==> config.mk <==
export PLATFORM = sky130hd
export DESIGN_NAME = uart_tx_fifo
export DESIGN_NICKNAME = d
export VERILOG_FILES = /design/src/rtl/uart_pkg.sv /design/src/rtl/uart_fifo_mem.sv /design/src/rtl/uart_tx_fifo.sv
export SDC_FILE = /design/constraint.sdc
export NUM_CORES = 1
export LEC_CHECK = 0
export ABC_AREA = 0
export ABC_CLOCK_PERIOD_IN_PS = 3150
export CORE_MARGIN = 3
export CORE_UTILIZATION = 60
export CTS_CLUSTER_SIZE = 20
export DETAILED_ROUTE_END_ITERATION = 16
export GPL_TIMING_DRIVEN = 0
export PLACE_DENSITY = 0.88
export SYNTH_ARGS = -nofsm -noshare
export SYNTH_HDL_FRONTEND = slang
export SYNTH_SLANG_ARGS = --single-unit
==> constraint.sdc <==
create_clock -name Uart_CLK -period 3.15 [get_ports Uart_CLK]
set_input_delay 0.945 -clock Uart_CLK [delete_from_list [all_inputs] [get_ports Uart_CLK]]
set_output_delay 0.945 -clock Uart_CLK [all_outputs]
set_load 0.01 [all_outputs]
==> src/rtl/uart_pkg.sv <==
// -----------------------------------------------------------------------------
// uart_pkg
// Shared definitions for the UART transmit path:
//   - tx_state_e : 3-bit encoding of the transmit-FIFO drain FSM
//   - BYTE_W     : width of a UART data byte
//   - CR, SPACE  : ASCII constants used by the message-building controller
// -----------------------------------------------------------------------------
package uart_pkg;

    localparam int BYTE_W = 8;

    localparam logic [BYTE_W-1:0] CR    = 8'd13;
    localparam logic [BYTE_W-1:0] SPACE = 8'd32;

    typedef enum logic [2:0] {
        ST_IDLE      = 3'd0,
        ST_LOAD      = 3'd1,
        ST_STROBE    = 3'd2,
        ST_WAIT_BUSY = 3'd3,
        ST_WAIT_DONE = 3'd4,
        ST_GAP       = 3'd5
    } tx_state_e;

endpackage

==> src/rtl/uart_fifo_mem.sv <==
// -----------------------------------------------------------------------------
// uart_fifo_mem
// 2^DEPTH_LOG2 x 8 storage for the UART transmit FIFO.
// Synchronous write; registered read that only updates when rd_en is high, so
// the read register doubles as the held byte presented to the transmitter.
// Ports:
//   clk      in   clock
//   rst_n    in   asynchronous active-low reset (clears the read register only)
//   wr_en    in   write strobe
//   wr_addr  in   write address
//   wr_data  in   write data
//   rd_en    in   load the read register from rd_addr
//   rd_addr  in   read address
//   rd_data  out  registered read data, holds between reads
// -----------------------------------------------------------------------------
module uart_fifo_mem
    import uart_pkg::*;
#(
    parameter int DEPTH_LOG2 = 4
) (
    input  logic                  clk,
    input  logic                  rst_n,
    input  logic                  wr_en,
    input  logic [DEPTH_LOG2-1:0] wr_addr,
    input  logic [BYTE_W-1:0]     wr_data,
    input  logic                  rd_en,
    input  logic [DEPTH_LOG2-1:0] rd_addr,
    output logic [BYTE_W-1:0]     rd_data
);

    localparam int DEPTH = 1 << DEPTH_LOG2;

    logic [BYTE_W-1:0] mem_r [DEPTH];
    logic [BYTE_W-1:0] rd_data_r;

    // Storage array write port; contents are deliberately not reset.
    always_ff @(posedge clk) begin
        if (wr_en) begin
            mem_r[wr_addr] <= wr_data;
        end
    end

    // Registered read; a same-address write in the same cycle returns the old word.
    always_ff @(posedge clk or negedge rst_n) begin
        if (!rst_n) begin
            rd_data_r <= 8'h00;
        end else if (rd_en) begin
            rd_data_r <= mem_r[rd_addr];
        end
    end

    assign rd_data = rd_data_r;

endmodule

==> src/rtl/uart_tx_fifo.sv <==
// -----------------------------------------------------------------------------
// uart_tx_fifo
// Buffered transmit front-end for Uart_Tx. Bytes written on Wr_En are queued in
// a circular FIFO and drained one at a time through the Data_Tx/Wrsig/Idle
// handshake, with at least GAP_CYCLES idle cycles between frames.
// Optional feature macro: UART_TX_FIFO_OVF_EN enables the sticky Overflow flag;
// without it Overflow is tied low and Ovf_Clr is ignored.
// Ports:
//   Uart_CLK  in   clock
//   Sys_RST   in   asynchronous active-low reset
//   Data_In   in   byte to enqueue
//   Wr_En     in   enqueue strobe
//   Full      out  FIFO holds 2^DEPTH_LOG2 bytes
//   Empty     out  FIFO holds no bytes
//   Count     out  occupancy
//   Data_Tx   out  byte presented to Uart_Tx
//   Wrsig     out  one-cycle start pulse to Uart_Tx
//   Idle      in   Uart_Tx busy indication (high while shifting)
//   Overflow  out  sticky write-while-full flag
//   Ovf_Clr   in   clears Overflow
// -----------------------------------------------------------------------------
module uart_tx_fifo
    import uart_pkg::*;
#(
    parameter int DEPTH_LOG2   = 4,
    parameter int GAP_CYCLES   = 16,
    parameter int BUSY_TIMEOUT = 32
) (
    input  logic                  Uart_CLK,
    input  logic                  Sys_RST,
    input  logic [BYTE_W-1:0]     Data_In,
    input  logic                  Wr_En,
    output logic                  Full,
    output logic                  Empty,
    output logic [DEPTH_LOG2:0]   Count,
    output logic [BYTE_W-1:0]     Data_Tx,
    output logic                  Wrsig,
    input  logic                  Idle,
    output logic                  Overflow,
    input  logic                  Ovf_Clr
);

    localparam int DEPTH   = 1 << DEPTH_LOG2;
    localparam int CNT_W   = DEPTH_LOG2 + 1;
    localparam int TMR_MAX = (BUSY_TIMEOUT > GAP_CYCLES) ? BUSY_TIMEOUT : GAP_CYCLES;
    localparam int TMR_W   = $clog2(TMR_MAX + 1);

    tx_state_e             state_r;
    tx_state_e             state_s;
    logic [TMR_W-1:0]      timer_r;
    logic [TMR_W-1:0]      timer_s;
    logic                  wrsig_r;
    logic                  wrsig_s;
    logic [DEPTH_LOG2-1:0] wr_ptr_r;
    logic [DEPTH_LOG2-1:0] rd_ptr_r;
    logic [CNT_W-1:0]      count_r;
    logic                  full_s;
    logic                  empty_s;
    logic                  pop_s;
    logic                  push_s;

    assign full_s  = (count_r == CNT_W'(DEPTH));
    assign empty_s = (count_r == {CNT_W{1'b0}});

    // A push into a full FIFO is still accepted when the drain FSM frees a slot
    // in the same cycle.
    assign push_s = Wr_En && (!full_s || pop_s);

    // Drain FSM next-state, timer and start-pulse decode.
    always_comb begin
        state_s = state_r;
        timer_s = timer_r;
        wrsig_s = 1'b0;
        pop_s   = 1'b0;
        case (state_r)
            ST_IDLE: begin
                if (!empty_s && !Idle) begin
                    state_s = ST_LOAD;
                    pop_s   = 1'b1;
                end else begin
                    state_s = ST_IDLE;
                end
            end
            ST_LOAD: begin
                state_s = ST_STROBE;
                wrsig_s = 1'b1;
            end
            ST_STROBE: begin
                state_s = ST_WAIT_BUSY;
                timer_s = {TMR_W{1'b0}};
            end
            ST_WAIT_BUSY: begin
                if (Idle) begin
                    state_s = ST_WAIT_DONE;
                end else if (timer_r == TMR_W'(BUSY_TIMEOUT - 1)) begin
                    // Transmitter never acknowledged: drop the byte, keep draining.
                    state_s = ST_GAP;
                    timer_s = {TMR_W{1'b0}};
                end else begin
                    timer_s = timer_r + TMR_W'(1);
                end
            end
            ST_WAIT_DONE: begin
                if (!Idle) begin
                    state_s = ST_GAP;
                    timer_s = {TMR_W{1'b0}};
                end else begin
                    state_s = ST_WAIT_DONE;
                end
            end
            ST_GAP: begin
                if (timer_r == TMR_W'(GAP_CYCLES - 1)) begin
                    state_s = ST_IDLE;
                    timer_s = {TMR_W{1'b0}};
                end else begin
                    timer_s = timer_r + TMR_W'(1);
                end
            end
            default: begin
                state_s = ST_IDLE;
                timer_s = {TMR_W{1'b0}};
            end
        endcase
    end

    // Drain FSM state, timer and registered start pulse.
    always_ff @(posedge Uart_CLK or negedge Sys_RST) begin
        if (!Sys_RST) begin
            state_r <= ST_IDLE;
            timer_r <= {TMR_W{1'b0}};
            wrsig_r <= 1'b0;
        end else begin
            state_r <= state_s;
            timer_r <= timer_s;
            wrsig_r <= wrsig_s;
        end
    end

    // FIFO pointers and occupancy counter.
    always_ff @(posedge Uart_CLK or negedge Sys_RST) begin
        if (!Sys_RST) begin
            wr_ptr_r <= {DEPTH_LOG2{1'b0}};
            rd_ptr_r <= {DEPTH_LOG2{1'b0}};
            count_r  <= {CNT_W{1'b0}};
        end else begin
            if (push_s) begin
                wr_ptr_r <= wr_ptr_r + DEPTH_LOG2'(1);
            end
            if (pop_s) begin
                rd_ptr_r <= rd_ptr_r + DEPTH_LOG2'(1);
            end
            case ({push_s, pop_s})
                2'b10:   count_r <= count_r + CNT_W'(1);
                2'b01:   count_r <= count_r - CNT_W'(1);
                default: count_r <= count_r;
            endcase
        end
    end

    // The memory's read register is loaded on the pop and is Data_Tx itself.
    uart_fifo_mem #(
        .DEPTH_LOG2 (DEPTH_LOG2)
    ) u_mem (
        .clk     (Uart_CLK),
        .rst_n   (Sys_RST),
        .wr_en   (push_s),
        .wr_addr (wr_ptr_r),
        .wr_data (Data_In),
        .rd_en   (pop_s),
        .rd_addr (rd_ptr_r),
        .rd_data (Data_Tx)
    );

`ifdef UART_TX_FIFO_OVF_EN
    logic drop_s;
    logic overflow_r;

    assign drop_s = Wr_En && full_s && !pop_s;

    // Sticky overflow flag; a new drop wins over a simultaneous clear.
    always_ff @(posedge Uart_CLK or negedge Sys_RST) begin
        if (!Sys_RST) begin
            overflow_r <= 1'b0;
        end else if (drop_s) begin
            overflow_r <= 1'b1;
        end else if (Ovf_Clr) begin
            overflow_r <= 1'b0;
        end
    end

    assign Overflow = overflow_r;
`else
    logic ovf_clr_unused_s;

    assign ovf_clr_unused_s = Ovf_Clr;
    assign Overflow         = 1'b0;
`endif

    assign Wrsig = wrsig_r;
    assign Count = count_r;
    assign Full  = full_s;
    assign Empty = empty_s;

endmodule

==> run_results.csv <==
group,metric,value,unit
outcome,outcome,"finished, final reports clean",
route,detail-route-antenna-nets,0,
synthesis,syn_area,6630,µm²
clock_tree,clk_latency,530,ps
route,wl_per_cell,23.4,µm
floorplan,fp.coreArea,10600,µm²
route,drc,0,
route,wl_met1,5260,µm
cells_and_area,area_growth,15.1,%
critical_path,r2r_start,"Count[1]$_DFFE_PN0P_",
power,max-vdd-ir-drop,0.000576,V
floorplan,design.die.area,12300,µm²
synthesis,ys.flop_type,"edfxtp_1",
clock_tree,clk_pin_slew,70,ps
global_routing,track_usage,22.9,%
route,met2_length,7130,µm
floorplan,die_h,111,µm
critical_path,rr_worst_depth,10,
route,drt_iter0_drc,545,
floorplan,rows,37,
synthesis,yosysTopAreaCellShare,58.0,%
critical_path,cpPeakStageDelay,530,ps
place,hpwlAfterDp,8600,µm
global_routing,grt_pass1_vias,3691,
critical_path,path_cells,"nor4_2 -> nand2_1 -> inv_1 -> clkdlybuf4s50_1",
route,dr_wl_met3,1040,µm
critical_path,critPathTopFamily,"buffers and inverters",
floorplan,io_pins,30,
timing,fin_setup_tns,0,ps
hold_path,min_path_type,"in -> async",
place,place_ws,-636,ps
cells_and_area,layout_common_cells,"128 x edfxtp_1, 32 x mux4_2, 29 x dfrtp_1",
timing,rsz0062_at_grt,"no",
timing,fin_crit_sh,97.0,%
timing,final_max_slew_viol_count,0,
clock_tree,cts_root_buf,"clkbuf_8",
route,viasPerCell,6.41,
critical_path,regToRegEndpoint,"Count[4]$_DFFE_PN0P_",
synthesis,yosysSeqAreaShare,69.7,%
floorplan,die_w,111,µm
global_routing,grt_pass1_wl,21000,µm
cells_and_area,nets,454,
clock_tree,numCtsBuffers,17,
critical_path,crit_path_end_kind,"output port",
synthesis,synthTopCellsByArea,"edfxtp_1 58%, dfrtp_1 12%, mux4_2 11%",
synthesis,synth_nets,409,
clock_tree,cts_num_sinks,159,
cells_and_area,final_cell_area,7630,µm²
clock_tree,htreeDepth,4,
critical_path,slowest_stage,"clkdlybuf4s50_1",
cells_and_area,layout-drive-gt1-share,23.2,%
synthesis,netlist_instances,386,
route,drtPass1Iterations,7,
power,power.density,911,nW/µm²
critical_path,path_buf_inv,2,
route,vias,3718,
clock_tree,postCtsHoldBufs,0,
place,placed_area,7060,µm²
place,portBuffers,26,
timing,setup_viol,0,
clock_tree,cts_tree,"built",
timing,worst_slack,93.1,ps
route,top_layer,"met4",
critical_path,cp.arrival,2110,ps
critical_path,start_kind,"register",
critical_path,path_class,"reg -> out",
cells_and_area,final_common_cell,"edfxtp_1",
critical_path,cp_max_fo,5,
critical_path,required,2200,ps
power,power,6.95,mW
flow_run,cap_viol_max_count,0,
synthesis,synth_area_leader_cell,"edfxtp_1",
global_routing,grt_max_degree,32,
timing,fmax,327,MHz
clock_tree,post_cts_buffers,0,
timing,slew_headroom,48.9,%
clock_tree,clk_path_buf_depth,2,
critical_path,r2r_slack,470,ps
global_routing,grt_overflow,0,
floorplan,start_util,62.8,%
place,gp_congestion,0.758,
timing,fin_skew,12.6,ps
synthesis,avgSynthCellArea,17.2,µm²
route,drt_wl_total,13600,µm
synthesis,yosys_register_bits,159,
synthesis,synth_edf_count,128,
synthesis,async_flop_share,19.5,%
synthesis,ys_warn_count,0,
timing,min_period,3060,ps
timing,hold_violations,0,
cells_and_area,diodes,0,
global_routing,antenna_found_initial,0,
synthesis,synth_cell_types,51,
timing,tightest_slew,767,ps
power,p_leak,2.65,nW
-- worst register-to-register path: stages, from the launching register on --
cell,delay [ps]
dfrtp_2,450
or4_4,580
o21a_4,240
nand2b_4,80
inv_2,70
ha_1,320
nor2b_1,140
o21ai_0,240
nor2b_1,250
a21o_1,110
nand3_1,60
-- sequential cells by signal (all words and copies together) (netlist names) --
signal / cells
Count: 5
Wrsig: 1
rd_ptr_r: 4
state_r: 3
timer_r: 6
u_mem.mem_r: 128
u_mem.rd_data: 8
wr_ptr_r: 4
-- cells in the mapped netlist (9+ instances only) --
cell type	count
mux4_2	32
clkbuf_1	11
nand2_1	18
ha_1	9
dfrtp_1	31
and2_1	12
o22ai_1	16
edfxtp_1	128
o21ai_0	10
inv_1	9
nor2_1	12
a21oi_1	12
-- stage by stage --
step | hold WS (ps) | util (%) | cells
6_report | 477 | 72.3 | 580
3_3_place_gp | 508 | 66.9 | 548
5_1_grt | 509 | 72.3 | 580
4_1_cts | 533 | 72.1 | 580
2_1_floorplan | 486 | - | 386
3_5_place_dp | 523 | 66.9 | 548
-- logic make-up (layout without fill, tap and decap cells) --
logic type,count (synthesis),count (layout),synth area share [%]
AO/OA/AOI/OAI,55,55,5.47
adder cells (fa/ha/maj),10,10,2.00
buffers and inverters,30,88,1.91
flip-flops,159,159,69.7
AND/OR/NAND/NOR,77,77,6.53
multiplexers,44,44,13.0
XOR/XNOR,10,10,1.32
other,1,1,0.0566
-- cell type report --
class,count,area [µm²]
tap,136,170
buffer,20,88.8
sequential,159,4620
inverter,10,37.5
clock buffer,17,414
multi-input combinational,197,1910
clock inverter,15,131
fill,609,2930
timing repair buffer,26,258
-- routing by layer --
metal,vias to the layer above,track usage [%]
met3,16,5.73
met2,201,38.4
met4,0,6.65
li1,1600,-
met5,-,0
met1,1901,30.0
-- timing repair --
item	in CTS	in global routing
resized for setup	5	7
pin swaps	0	0
setup endpoints to repair	39	34
-- worst max-delay path by stage --
stage,from,endpoint,slack (ps),depth (start not counted)
after floorplan,Idle,Count[4]$_DFFE_PN0P_,530,10
after global placement,Idle,u_mem.mem_r[8][1]$_DFFE_PP_,-480,6
after detailed placement,Idle,u_mem.mem_r[8][2]$_DFFE_PP_,-640,6
after CTS,Idle,u_mem.mem_r[11][2]$_DFFE_PP_,0.1,6
after global routing,Count[1]$_DFFE_PN0P_,Full,10,4
final,Count[1]$_DFFE_PN0P_,Full,90,4
-- power by group --
group / total, mW / switching [mW] / internal [mW] / leakage [nW]
sequential: 2.85 / 0.230 / 2.62 / 1.53
clock: 1.88 / 0.888 / 0.994 / 0.265
combinational: 2.22 / 1.15 / 1.07 / 0.855
(Power assumes the default switching activity.)
